`src/rtl/piso.sv`:
```
// rtl/piso.sv - parallel-in/serial-out converter for the PMA transmit path
// One-deep holding register feeds a shift register; bits leave LSB first.
module piso #(
  parameter int WIDTH = 10
) (
  input  logic             clk,
  input  logic             reset,
  input  logic [WIDTH-1:0] tx_code_group,
  input  logic             tx_valid,
  output logic             tx_ready,
  output logic             serial,
  output logic             code_start,
  output logic             tx_underflow
);

  localparam int CW = $clog2(WIDTH);
  localparam logic [CW-1:0] LAST = CW'(WIDTH - 1);

  typedef enum logic {
    IDLE  = 1'b0,
    SHIFT = 1'b1
  } state_t;

  state_t           state_q, state_d;
  logic [WIDTH-1:0] hold_data_q, hold_data_d;
  logic             hold_full_q, hold_full_d;
  logic [WIDTH-1:0] shift_q, shift_d;
  logic [CW-1:0]    bit_cnt_q, bit_cnt_d;
  logic             code_start_q, code_start_d;
  logic             underflow_q, underflow_d;
  logic             take;
  logic             load;

  assign tx_ready     = reset & ~hold_full_q;
  assign take         = tx_valid & tx_ready;
  assign serial       = shift_q[0];
  assign code_start   = code_start_q;
  assign tx_underflow = underflow_q;

  always_ff @(posedge clk or negedge reset) begin
    if (!reset) begin
      state_q      <= IDLE;
      hold_data_q  <= '0;
      hold_full_q  <= 1'b0;
      shift_q      <= '0;
      bit_cnt_q    <= '0;
      code_start_q <= 1'b0;
      underflow_q  <= 1'b0;
    end else begin
      state_q      <= state_d;
      hold_data_q  <= hold_data_d;
      hold_full_q  <= hold_full_d;
      shift_q      <= shift_d;
      bit_cnt_q    <= bit_cnt_d;
      code_start_q <= code_start_d;
      underflow_q  <= underflow_d;
    end
  end

  always_comb begin
    state_d      = state_q;
    hold_data_d  = hold_data_q;
    hold_full_d  = hold_full_q;
    shift_d      = shift_q;
    bit_cnt_d    = bit_cnt_q;
    code_start_d = 1'b0;
    underflow_d  = 1'b0;
    load         = 1'b0;

    // A write needs an empty hold and a load needs a full one, so they never collide.
    if (take) begin
      hold_data_d = tx_code_group;
      hold_full_d = 1'b1;
    end

    case (state_q)
      IDLE: begin
        if (hold_full_q) load = 1'b1;
      end
      SHIFT: begin
        if (bit_cnt_q != LAST) begin
          shift_d   = {1'b0, shift_q[WIDTH-1:1]};
          bit_cnt_d = bit_cnt_q + CW'(1);
        end else if (hold_full_q) begin
          load = 1'b1;
        end else begin
          shift_d     = '0;
          state_d     = IDLE;
          underflow_d = 1'b1;
        end
      end
      default: state_d = IDLE;
    endcase

    if (load) begin
      shift_d      = hold_data_q;
      hold_full_d  = 1'b0;
      bit_cnt_d    = '0;
      code_start_d = 1'b1;
      state_d      = SHIFT;
    end
  end

endmodule

```
`config.mk`:
```
export PLATFORM = sky130hd
export DESIGN_NAME = piso
export DESIGN_NICKNAME = d
export VERILOG_FILES = /design/src/rtl/piso.sv
export SDC_FILE = /design/constraint.sdc
export NUM_CORES = 1
export LEC_CHECK = 0
export CAP_MARGIN = 20
export CORE_ASPECT_RATIO = 0.8
export CORE_MARGIN = 2
export CORE_UTILIZATION = 52
export DETAILED_ROUTE_END_ITERATION = 10
export GPL_TIMING_DRIVEN = 0
export HOLD_SLACK_MARGIN = 0.06
export PLACE_DENSITY = 0.76
export SYNTH_ARGS = -nofsm -noshare
export SYNTH_HDL_FRONTEND = slang
export SYNTH_SLANG_ARGS = --single-unit
```
`constraint.sdc`:
```
create_clock -name clk -period 3.05 [get_ports clk]
set_input_delay 0.305 -clock clk [delete_from_list [all_inputs] [get_ports clk]]
set_output_delay 0.305 -clock clk [all_outputs]
set_load 0.05 [all_outputs]
```
==> impl_metrics.prom <==
# TYPE chip_impl_metric gauge
chip_impl_info{name="crit-reg2reg-launch",value="bit_cnt_q[1]"} 1
chip_impl_metric{name="multi_input_area",unit="sq um"} 445.4
chip_impl_info{name="combinational_family_with_the_most_area_after_synthesis",value="compound AO/OA/AOI/OAI gates"} 1
chip_impl_metric{name="final_util",unit="%"} 66.49
chip_impl_metric{name="cp_slowest_stage_delay",unit="ns"} 0.81
chip_impl_metric{name="synth.lib_cells_used.distinct",unit=""} 26
chip_impl_metric{name="critPathBufInv",unit=""} 3
chip_impl_metric{name="synthesis.instances",unit=""} 88
chip_impl_metric{name="finalWirelength",unit="microns"} 1883
chip_impl_info{name="hold_path.class",value="in2async"} 1
chip_impl_metric{name="synth_compound_area_share",unit="%"} 12.68
chip_impl_metric{name="static_power_due_to_leakage",unit="nW"} 0.6529
chip_impl_metric{name="top_ports",unit=""} 17
chip_impl_metric{name="final_layout_size_suffix_gt1_share",unit="%"} 22.22
chip_impl_metric{name="clk_pin_slew",unit="ns"} 0.13
chip_impl_metric{name="grt_overflow",unit=""} 0
chip_impl_info{name="layout_common_cells",value="sky130_fd_sc_hd__dfrtp_1, sky130_fd_sc_hd__clkdlybuf4s50_1, sky130_fd_sc_hd__mux2_2"} 1
chip_impl_metric{name="power_density",unit="nW/um^2"} 813.1
chip_impl_metric{name="postSynthNetCount",unit=""} 103
chip_impl_info{name="crit_path_start_kind",value="input port"} 1
chip_impl_info{name="ctsRootBufferMaster",value="sky130_fd_sc_hd__clkbuf_4"} 1
chip_impl_metric{name="seqCellArea",unit="sq um"} 700.7
chip_impl_info{name="cts_tree",value="built"} 1
chip_impl_metric{name="clock_insertion_delay_worst_skew",unit="ns"} 0.31
chip_impl_metric{name="clock_buffer_count_from_cts",unit=""} 3
chip_impl_metric{name="layout.nets",unit=""} 125
chip_impl_metric{name="num_rows",unit=""} 15
chip_impl_metric{name="setup.reg_to_reg.worst_slack",unit="ns"} 1.43
chip_impl_metric{name="clock_skew",unit="ns"} 0.003411
chip_impl_metric{name="post_cts_buffers",unit=""} 0
chip_impl_info{name="worst_path_max_delay_cell",value="sky130_fd_sc_hd__clkdlybuf4s50_1"} 1
chip_impl_metric{name="final_period_minus_worst_setup_slack",unit="ns"} 2.585
chip_impl_metric{name="synth_xor_area_share",unit="%"} 0
chip_impl_metric{name="post-route-period-util",unit="%"} 84.77
chip_impl_metric{name="die_height",unit="microns"} 46.86
chip_impl_metric{name="combinationalPowerShare",unit="%"} 36.2
chip_impl_metric{name="slew_headroom",unit="%"} 67.04
chip_impl_metric{name="post_synth.cell_area_avg",unit="sq um"} 13.56
chip_impl_info{name="end_kind",value="primary output"} 1
chip_impl_metric{name="reg2regPathDepth",unit=""} 6
chip_impl_metric{name="synth_seq_area_share",unit="%"} 58.70
chip_impl_metric{name="antenna_cells_inserted",unit=""} 0
chip_impl_metric{name="setup_tns",unit="ns"} 0
chip_impl_metric{name="p_switching",unit="mW"} 0.3780
chip_impl_metric{name="synth_adder_area_share",unit="%"} 2.096
chip_impl_metric{name="p_seq_share",unit="%"} 51.6
chip_impl_metric{name="fmax",unit="MHz"} 386.8
chip_impl_metric{name="drt-wirelength-per-cell",unit="microns"} 14.16
chip_impl_metric{name="finalWeightedCongestion",unit=""} 0.7525
chip_impl_metric{name="worst_slew_pin_slew",unit="ns"} 0.4929
chip_impl_metric{name="grt_pass1_vias",unit=""} 790
chip_impl_metric{name="crit_fanout",unit=""} 21
chip_impl_metric{name="grt_first_pass_wirelength",unit="microns"} 3450
chip_impl_metric{name="switching_share",unit="%"} 32.39
chip_impl_metric{name="drt_iter0_markers",unit=""} 12
chip_impl_info{name="cp_cell_sequence",value="clkdlybuf4s50_1, buf_16, nor2b_2, clkdlybuf4s50_1"} 1
chip_impl_metric{name="synth.cell_area",unit="sq um"} 1194
chip_impl_metric{name="route.detailed.drc",unit=""} 0
chip_impl_metric{name="place_worst_setup_slack",unit="ns"} 0.4158
chip_impl_metric{name="fin_worst_hold_slack",unit="ns"} 0.2929
chip_impl_metric{name="initial_core_util",unit="%"} 55.30
chip_impl_metric{name="cts.path.max_buffers",unit=""} 2
chip_impl_metric{name="synth.mux.area_fraction",unit="%"} 10.38
chip_impl_metric{name="cts_repair_resize_count",unit=""} 0
chip_impl_metric{name="synth-warning-count",unit=""} 0
chip_impl_info{name="rsz0062_at_grt",value="no"} 1
chip_impl_metric{name="die_width",unit="microns"} 57.57
chip_impl_metric{name="max_cap_viol_count",unit=""} 0
chip_impl_metric{name="grt_antenna_before_repair",unit=""} 0
chip_impl_info{name="mostFrequentLayoutCell",value="sky130_fd_sc_hd__dfrtp_1"} 1
chip_impl_metric{name="syn2layout_area_growth",unit="%"} 20.23
chip_impl_info{name="worstSetupPathType",value="in2out"} 1
chip_impl_metric{name="slew_violations",unit=""} 0
chip_impl_metric{name="timing.critical_path.arrival",unit="ns"} 2.28
chip_impl_info{name="outcome",value="finished, final reports clean"} 1
chip_impl_metric{name="synth.ff_latch_count",unit=""} 28
chip_impl_metric{name="grt.total_usage",unit="%"} 17.20
chip_impl_metric{name="setup_viol",unit=""} 0
chip_impl_metric{name="fp.coreArea",unit="sq um"} 2158
chip_impl_info{name="rr_endpoint",value="shift_q[5]"} 1
chip_impl_metric{name="synthSimpleGateAreaFrac",unit="%"} 12.16
chip_impl_metric{name="clockPowerShare",unit="%"} 12.2
chip_impl_info{name="worst_path_dominant_cell_family",value="buffers and inverters"} 1
chip_impl_metric{name="postLayoutSetupSlackWorst",unit="ns"} 0.4645
chip_impl_metric{name="grt_max_degree",unit=""} 22
chip_impl_metric{name="ir_worst_vdd",unit="mV"} 0.4618
chip_impl_metric{name="count_of_clock_tree_sinks",unit=""} 28
chip_impl_info{name="critical_path.most_common_cell",value="sky130_fd_sc_hd__clkdlybuf4s50_1"} 1
chip_impl_metric{name="detail_route.first_pass.iterations",unit=""} 2
chip_impl_metric{name="filler_cell_count",unit=""} 159
chip_impl_metric{name="worst_ep_required_time",unit="ns"} 2.74
chip_impl_metric{name="hold_violations",unit=""} 0
chip_impl_metric{name="detailroute.via_count",unit=""} 748
chip_impl_metric{name="buffer_ports.inserted",unit=""} 16
chip_impl_metric{name="floorplan.die_area",unit="sq um"} 2697
chip_impl_metric{name="viasPerCell",unit=""} 5.624
chip_impl_metric{name="htreeDepth",unit=""} 1
chip_impl_metric{name="place_hpwl",unit="microns"} 1388
chip_impl_metric{name="detail-route-antenna-nets",unit=""} 0
chip_impl_metric{name="intPower",unit="mW"} 0.7889
chip_impl_metric{name="cts.hold.buffers_added",unit=""} 0
==> Yosys cell counts, drive strengths merged <==
library cell  count  area [sq um]
dfrtp            28         700.7
mux2             11         123.9
and2             10         65.06
a221o             9         91.34
buf               4         32.53
o21ai             4         20.02
inv               3         11.26
nand3b            3         35.03
a21oi             2         13.76
ha                2         25.02
nand2             2         7.510
nor2b             2         15.02
a32o              1         10.01
clkbuf            1         3.750
nand3             1         5.000
nand4             1         6.260
nor2              1         3.750
nor3b             1         7.510
o2111ai           1         8.760
o31ai             1         7.510
==> state kept, by name (all words and copies together) (netlist names) <==
name and count:
hold_full_q 1, state_q 1, code_start 1, bit_cnt_q 4
shift_q 10, hold_data_q 10, tx_underflow 1
==> area by class of cell <==
cell class / instances / share of cell area, %
Sequential cell: 28 / 48.82
Multi-Input combinational cell: 52 / 31.04
Timing Repair Buffer: 17 / 13.08
Buffer: 5 / 2.528
Tap cell: 25 / 2.180
Clock buffer: 3 / 1.569
Inverter: 3 / 0.7847
==> routing by layer <==
metal	track usage [%]	up-vias	wire, microns
met3	6.061	0	96
li1	-	360	-
met2	28.41	16	854
met4	2.791	0	0
met5	0	-	0
met1	22.92	372	933
==> cells by family (layout without fill, tap and decap cells) <==
group / count (synthesis) / after routing
AO/OA/AOI/OAI: 18 / 18
adder cells (fa/ha/maj): 2 / 2
buffers and inverters: 8 / 28
multiplexers: 11 / 11
flip-flops: 28 / 28
AND/OR/NAND/NOR: 21 / 21
==> how the worst max path moves through the flow <==
stage / start / end / slack (ns) / cells past startpoint
global route: reset / tx_ready / 0.31 / 4
detailed placement: reset / tx_ready / 0.42 / 4
finish: reset / tx_ready / 0.46 / 4
floorplan: hold_full_q / hold_data_q[1] / 1.38 / 5
global placement: reset / tx_ready / -0.06 / 3
CTS: reset / tx_ready / 0.42 / 4
==> stage by stage <==
| step | cells | power [mW] | cell area, sq um |
|---|---|---|---|
| after global placement | 129 | 1.010 | 1385 |
| after floorplan | 88 | 0.9154 | 1194 |
| after detailed placement | 130 | 1.041 | 1413 |
| after global routing | 133 | 1.264 | 1435 |
| after CTS | 133 | 1.181 | 1435 |
| final | 133 | 1.167 | 1435 |
==> power by group through the flow <==
| stage | sequential [mW] | clock, mW | combinational (mW) |
|---|---|---|---|
| after detailed placement | 0.611 | 0 | 0.430 |
| after global routing | 0.623 | 0.166 | 0.475 |
| after global placement | 0.605 | 0 | 0.405 |
| after floorplan | 0.613 | 0 | 0.302 |
| final | 0.602 | 0.142 | 0.423 |
| after CTS | 0.602 | 0.148 | 0.431 |
Power figures use the tool's default switching activity.
